### config.mk
export PLATFORM = sky130hd
export DESIGN_NAME = serial_adder_ctrl_flat
export DESIGN_NICKNAME = d
export VERILOG_FILES = /design/src/rtl/serial_adder_pkg.sv /design/src/rtl/serial_adder_ctrl_if.sv /design/src/rtl/serial_adder_ctrl_full_adder.sv /design/src/rtl/serial_adder_ctrl.sv /design/src/flat_wrapper.sv
export SDC_FILE = /design/constraint.sdc
export NUM_CORES = 1
export LEC_CHECK = 0
export ABC_AREA = 0
export CELL_PAD_IN_SITES_DETAIL_PLACEMENT = 1
export CELL_PAD_IN_SITES_GLOBAL_PLACEMENT = 1
export CORE_ASPECT_RATIO = 1.4
export CORE_MARGIN = 2
export CORE_UTILIZATION = 37
export CTS_BUF_LIST = sky130_fd_sc_hd__clkbuf_8
export DETAILED_ROUTE_END_ITERATION = 10
export HOLD_SLACK_MARGIN = 0.08
export PLACE_DENSITY = 0.77
export SLEW_MARGIN = 40
export SYNTH_ARGS = -nofsm -noshare
export SYNTH_HDL_FRONTEND = slang
export SYNTH_SLANG_ARGS = --single-unit
### constraint.sdc
create_clock -name clk -period 1.57 [get_ports clk]
set_clock_uncertainty 0.05 [all_clocks]
set_input_delay 0.2355 -clock clk [delete_from_list [all_inputs] [get_ports clk]]
set_output_delay 0.2355 -clock clk [all_outputs]
set_load 0.02 [all_outputs]
### src/rtl/serial_adder_pkg.sv
// serial_adder_pkg: FSM states and counter sizing for serial_adder_ctrl
package serial_adder_pkg;
    typedef enum logic [1:0] {IDLE, RUN, DONE} state_t;
    function automatic int cnt_width(input int w);
        return (w <= 1) ? 1 : $clog2(w);
    endfunction
endpackage

### src/rtl/serial_adder_ctrl_if.sv
// serial_adder_ctrl_if: start/done handshakes; `sub` exists only with SERIAL_ADDER_SUB_EN
interface serial_adder_ctrl_if #(parameter int WIDTH = 8);
    logic start_valid;
    logic start_ready;
    logic [WIDTH-1:0] a_in;
    logic [WIDTH-1:0] b_in;
    logic cin;
    logic done_valid;
    logic done_ready;
    logic [WIDTH-1:0] sum_out;
    logic cout;
`ifdef SERIAL_ADDER_SUB_EN
    logic sub;
    modport master (output start_valid, a_in, b_in, cin, sub, done_ready,
                    input start_ready, done_valid, sum_out, cout);
    modport slave (input start_valid, a_in, b_in, cin, sub, done_ready,
                   output start_ready, done_valid, sum_out, cout);
`else
    modport master (output start_valid, a_in, b_in, cin, done_ready,
                    input start_ready, done_valid, sum_out, cout);
    modport slave (input start_valid, a_in, b_in, cin, done_ready,
                   output start_ready, done_valid, sum_out, cout);
`endif
endinterface

### src/rtl/serial_adder_ctrl_full_adder.sv
// full_adder: single-bit full adder cell shared across all bit positions
module full_adder (
    input  logic a,
    input  logic b,
    input  logic c,
    output logic sum,
    output logic cout
);
    assign sum  = a ^ b ^ c;
    assign cout = (a & b) | (c & (a ^ b));
endmodule

### src/rtl/serial_adder_ctrl.sv
// serial_adder_ctrl: bit-serial adder, LSB first; SERIAL_ADDER_SUB_EN adds A-B mode
module serial_adder_ctrl
    import serial_adder_pkg::*;
#(
    parameter int WIDTH = 8
) (
    input logic clk,
    input logic rst,
    serial_adder_ctrl_if.slave bus
);
    localparam int CW = cnt_width(WIDTH);
    state_t state, state_nx;
    logic [WIDTH-1:0] a_sr, b_sr, sum_sr, b_load;
    logic [CW-1:0] cnt;
    logic carry, c_load, fa_sum, fa_cout;
`ifdef SERIAL_ADDER_SUB_EN
    // subtract as A + ~B + 1; cin is not used in that mode
    assign b_load = bus.sub ? ~bus.b_in : bus.b_in;
    assign c_load = bus.sub | bus.cin;
`else
    assign b_load = bus.b_in;
    assign c_load = bus.cin;
`endif
    full_adder u_fa (.a(a_sr[0]), .b(b_sr[0]), .c(carry), .sum(fa_sum), .cout(fa_cout));
    always_comb begin
        state_nx = state;
        state_nx = (state == IDLE) ? (bus.start_valid ? RUN : IDLE) :
                   (state == RUN)  ? ((cnt == CW'(WIDTH - 1)) ? DONE : RUN) :
                                     (bus.done_ready ? IDLE : DONE);
    end
    always_ff @(posedge clk) begin
        if (rst) begin
            state  <= IDLE;
            a_sr   <= '0;
            b_sr   <= '0;
            sum_sr <= '0;
            carry  <= 1'b0;
            cnt    <= '0;
        end else begin
            state <= state_nx;
            if (state == IDLE && bus.start_valid) begin
                a_sr  <= bus.a_in;
                b_sr  <= b_load;
                carry <= c_load;
                cnt   <= '0;
            end else if (state == RUN) begin
                a_sr   <= a_sr >> 1;
                b_sr   <= b_sr >> 1;
                sum_sr <= (sum_sr >> 1) | (WIDTH'(fa_sum) << (WIDTH - 1));
                carry  <= fa_cout;
                cnt    <= cnt + 1'b1;
            end
        end
    end
    assign bus.start_ready = (state == IDLE);
    assign bus.done_valid  = (state == DONE);
    assign bus.sum_out     = sum_sr;
    assign bus.cout        = carry;
endmodule

### src/flat_wrapper.sv
// flat-port wrapper written by rule: the top's interface ports become plain ports
module serial_adder_ctrl_flat import serial_adder_pkg::*;
#(
    parameter int WIDTH = 8
)
  (clk, rst, bus_start_valid, bus_a_in, bus_b_in, bus_cin, bus_done_ready, bus_start_ready, bus_done_valid, bus_sum_out, bus_cout);
  serial_adder_ctrl_if #(.WIDTH(WIDTH)) bus_i ();
  input logic clk;
  input logic rst;
  input wire logic [$bits(bus_i.start_valid)-1:0] bus_start_valid;
  input wire logic [$bits(bus_i.a_in)-1:0] bus_a_in;
  input wire logic [$bits(bus_i.b_in)-1:0] bus_b_in;
  input wire logic [$bits(bus_i.cin)-1:0] bus_cin;
  input wire logic [$bits(bus_i.done_ready)-1:0] bus_done_ready;
  output wire logic [$bits(bus_i.start_ready)-1:0] bus_start_ready;
  output wire logic [$bits(bus_i.done_valid)-1:0] bus_done_valid;
  output wire logic [$bits(bus_i.sum_out)-1:0] bus_sum_out;
  output wire logic [$bits(bus_i.cout)-1:0] bus_cout;
  assign bus_i.start_valid = bus_start_valid;
  assign bus_i.a_in = bus_a_in;
  assign bus_i.b_in = bus_b_in;
  assign bus_i.cin = bus_cin;
  assign bus_i.done_ready = bus_done_ready;
  assign bus_start_ready = bus_i.start_ready;
  assign bus_done_valid = bus_i.done_valid;
  assign bus_sum_out = bus_i.sum_out;
  assign bus_cout = bus_i.cout;
  serial_adder_ctrl #(.WIDTH(WIDTH)) u_core (.clk(clk), .rst(rst), .bus(bus_i));
endmodule
Word level (Yosys, flattened, before mapping). Index checks and enable logic that the tools add are counted.

Register bits: 30. Input port bits: 21. Word-level logic and storage cells: 33.

Add/subtract/negate cells: 1. Equal/unequal tests: 3. Mux-type cells: 11. Bitwise operators: 7. Reduce and logical (&&, ||, !) cells: 5.

Operators with widths (number): 8-bit two-way mux (4); 2-bit two-way mux (4); 7-bit by 8-bit OR with 8-bit output (1); 3-bit by 1-bit adder with 3-bit output, second input constant (1); 3-bit equality test, second input constant (1); 1-bit two-way mux (3); 1-bit bitwise AND (2); 2-bit by 1-bit equality test with 1-bit output, second input constant (1); 2-bit equality test, second input constant (1); 2-bit zero test (1); 2-bit AND reduction (1); 2-bit nonzero test (1); 2-bit OR reduction (1); 1-bit bitwise XOR (2); 1-bit logical AND (1); 1-bit NOT (1); 1-bit OR (1).

Longest topological paths before layout.
Depth in word-level cells: 5. Depth in mapped cells: 6. Depth with buffers taken out: 4.

Modules after synthesis. Synthesis repeated with hierarchy kept, for this count alone.

Cells, all modules: 152. Area total of the unflattened synthesis: 1302.5 um^2.

Modules (own cells, without submodules): serial_adder_ctrl (instances 1, cells an instance 151, area each 1282.5 um^2); full_adder (instances 1, cells an instance 1, area each 20.0 um^2).

Least setup slack after synthesis. No wires, ideal clock.

Path kind: register to register. Start point: register u_core.state[0]. End point: register u_core.a_sr[0]. Arrival time: 1.122 ns. Setup slack: 0.266 ns. Cell stages (with the launch flop): 5. Path buffers: 1. Clock period less this slack: 1.304 ns. Cell sequence: dfxtp_1 clkbuf_2 or3b_2 a21oi_1 nor3_1.

Cells in the longest elaborated chain, start to end: 3. Elaborated cells between the ends (all ways): 5. Those cells by class: eq/ne (1); mux (1); reduce/logical (3).

RTL lines: from (decl) (line serial_adder_ctrl.sv:12) `state_t state, state_nx;`; from (signal assigned) (line serial_adder_ctrl.sv:40) `state <= state_nx;`; 2-bit zero test (line serial_adder_ctrl.sv:41) `if (state == IDLE && bus.start_valid) begin`; 1-bit logical AND (line serial_adder_ctrl.sv:41); 8-bit two-way mux or 2-bit nonzero test (tied branches); to (signal assigned) (line serial_adder_ctrl.sv:42) `a_sr <= bus.a_in;`; to (signal assigned) (line serial_adder_ctrl.sv:47) `a_sr <= a_sr >> 1;`; to (decl) (line serial_adder_ctrl.sv:13) `logic [WIDTH-1:0] a_sr, b_sr, sum_sr, b_load;`.

Parallel ways exist; a longest one is shown, timed or not. A chain may end at the register's enable or synchronous reset.

Final worst setup path.
Start point: register u_core.sum_sr[7] (netlist: u_core.bus.sum_out[7]). End point: output port bus_sum_out[7].

RTL lines: from (decl) (line serial_adder_ctrl.sv:13); from (signal assigned) (line serial_adder_ctrl.sv:49) `sum_sr <= (sum_sr >> 1) | (WIDTH'(fa_sum) << (WIDTH - 1));`; to (decl) (line flat_wrapper.sv:17) `output wire logic [$bits(bus_i.sum_out)-1:0] bus_sum_out;`.

No word-level cell between the ends.

==> run summary <==
Run status: complete, no violations
Max H-tree Level: 2
Stages on the worst setup path: 1
First-pass DRT Iterations: 4
Maximum fanout count along the critical path: 3
Mux cell area share after synthesis: 1.48%
Ordered cell list for the critical path: clkdlybuf4s50_1
Routability congestion estimate: 0.666
Portion of the clock cycle consumed by the worst path in the final layout: 97.0%
CP Data Arrival Time: 1.24 ns
Average detailed-routed wire length per instance: 13.5 µm
Total power per unit cell area: 954 mW/mm²
Post-route DRC violation count: 0
Placed instance area: 0.00173 mm²
Number of max-capacitance violations reported: 0
Dominant combinational cell family by area after synthesis: simple AND/OR/NAND/NOR gates
Register bit total from synthesis: 30
Top Ports: 32
Total number of vias: 1194
Area share of fa/ha/maj cells after synthesis: 3.33%
Slew at the pin with the worst max-slew slack: 0.329 ns
Cell area after technology mapping: 0.00135 mm²
Setup Total Neg Slack: 0 ns
Hold Crit Class: flip-flop to flip-flop
Commonest non-fill, non-tap cells in the layout: nand2_1 (30), dfxtp_1 (29), a21oi_1 (25)
Data required time of the critical path: 1.28 ns
Worst setup path class: flip-flop to primary output
Width of the chip: 55.1 µm
Endpoint class of the critical path: primary output
Total count of max-transition violations in the final report: 0
Clock-pin slew reported for the worst setup and hold paths after clock tree synthesis: 0.06 ns
Number of distinct library cells after synthesis: 27
Share of the core filled with cells: 50.9%
Effective utilization at floorplan: 37.8%
Yosys warning total: 0
Setup violations, final: 0
Compound-Gate Fraction of Synth Area: 19.7%
Post-Route Hold Slack: 0.406 ns
Number of buffers and inverters on the critical path: 1
Aggregate global-route resource usage: 17.0%
Number of hold-slack violations in the final timing report: 0
Max frequency: 657 MHz
Area delta synth->final: 34.9%
Floorplan die area: 0.00416 mm²
Simple-gate share of the synthesized area: 23.9%
Num CTS Buffers: 5
Clock latency of the later-clocked register in the worst-skew pair: 0.28 ns
DRT iter0 DRCs: 26
Fillcell total: 429
Post-Synthesis Mean Instance Area: 8.61 µm²
Row Count: 26
Number of routed nets with antenna violations: 0
Peak VDD IR: 641 µV
Worst hold path depth: 2
Clock tree from TritonCTS: done
Slowest stage delay, CP: 0.62 ns
Crit path max-delay family: buffers and inverters
Slew headroom: 78.1%
Post-Synthesis Net Count: 181
Die span in y: 75.5 µm
Post-Route WL: 3160 µm
Placeable core region: 0.00358 mm²
Final-stage net count: 216
Fraction of final layout cells with drive strength greater than 1: 15.7%
Clk Tree Root Cell: clkbuf_8
Hold-fix buffers at CTS: 0
Number of antenna violations at the first check in global routing: 0
CP max stage cell: clkdlybuf4s50_1
Static leakage power: 0.761 nW
Overall overflow remaining after global route: 0
Cell count of the worst reg-to-reg path: 5
Pin count of the biggest net entering global routing: 31
Mapped Cells: 157
Clk sinks: 30
First-pass GRT wire length: 4950 µm
Hpwl dp: 2250 µm
Total power: 0.00174 W
Number of global-route vias before repair: 1163
Post-detailed-route via-to-cell ratio: 5.12
Kind of start point of the critical path: flip-flop
Most common cell after layout, fill and taps aside: nand2_1
Number of port buffers: 31
Largest buffer count on any clock path: 2
Finished Cell Area: 0.00182 mm²
Antenna cells: 0
Post-synthesis share of cell area spent on xor and xnor gates: 0.648%
Sequential share of the synthesized area: 44.4%
Final period demand of the worst path: 1.52 ns
-- timing repair --
action / in CTS / in global routing
pin swaps: 0 / 0
cloned: 0 / 0
gates resized for setup: 4 / 6
setup endpoints to repair: 3 / 6
hold endpoints to repair: 0 / 0
buffers inserted: 0 / 0
-- synth_stat cells --
library cell / instances / share of area (%)
a211oi_1: 7 / 3.9
a211oi_2: 5 / 4.6
a21oi_1: 25 / 9.3
a21oi_2: 1 / 0.65
buf_2: 3 / 1.1
buf_4: 3 / 1.7
buf_6: 3 / 2.5
clkbuf_1: 3 / 0.83
clkbuf_2: 1 / 0.37
dfxtp_1: 30 / 44
fa_1: 1 / 1.5
ha_1: 2 / 1.9
mux2i_1: 2 / 1.5
nand2_1: 30 / 8.3
nand2b_1: 3 / 1.4
nand2b_2: 1 / 0.65
nand3_1: 2 / 0.74
nor2_1: 17 / 4.7
nor2_2: 1 / 0.46
nor2b_1: 3 / 1.4
nor3_1: 6 / 2.2
nor3b_4: 1 / 1.4
o21a_1: 1 / 0.56
o21ba_2: 1 / 0.74
or3b_1: 2 / 1.3
or3b_2: 2 / 1.3
xnor2_1: 1 / 0.65
-- layout make-up --
type	instances	area, µm²	area share (%)
clock buffers	6	82.6	4.53
multi-input cells	114	666	36.5
flip-flops and latches	30	602	33.0
well taps	42	52.6	2.88
repair buffers	41	420	23.1
-- routing by layer --
layer,wire length (µm),GRT usage [%],share of wire (%)
met3,161,5.29,5.1
met5,0,0,0
met1,1250,17.6,40
met2,1690,30.6,54
met4,50,7.32,1.6
-- power breakdown --
group | internal (W) | switching [W] | leakage (nW)
Combinational | 0.000152 | 0.000145 | 0.471
Clock | 0.000337 | 0.000261 | 0.0431
Sequential | 0.000810 | 0.0000331 | 0.246
-- state kept, by name, indices dropped and copies added, names as in the netlist --
name,flops
u_core.state,2
u_core.cnt,3
u_core.bus.sum_out,8
u_core.bus.cout,1
u_core.a_sr,8
u_core.b_sr,8
-- stage by stage --
step | cells | worst slack [ns]
2_1_floorplan | 157 | 0.266
3_3_place_gp | 227 | -0.0838
3_5_place_dp | 227 | -0.140
4_1_cts | 233 | 0.0263
5_1_grt | 233 | -0.0153
6_report | 233 | 0.0475
-- kinds of logic (layout without fill, tap and decap cells) --
group / Yosys count / after routing
XOR/XNOR: 1 / 1
adder cells (fa/ha/maj): 3 / 3
multiplexers: 2 / 2
flip-flops: 30 / 30
buffers and inverters: 13 / 47
AND/OR/NAND/NOR: 68 / 68
AO/OA/AOI/OAI: 40 / 40
-- final timing paths --
check	from	endpoint	slack [ns]
worst max-delay path	u_core.bus.sum_out[7]	bus_sum_out[7]	0.05
worst min-delay path	u_core.bus.sum_out[0]	u_core.bus.sum_out[0]	0.41
worst max register to register	u_core.state[1]	u_core.bus.sum_out[1]	0.12
worst min register to register	u_core.bus.sum_out[0]	u_core.bus.sum_out[0]	0.41
(Power assumes the default switching activity.)
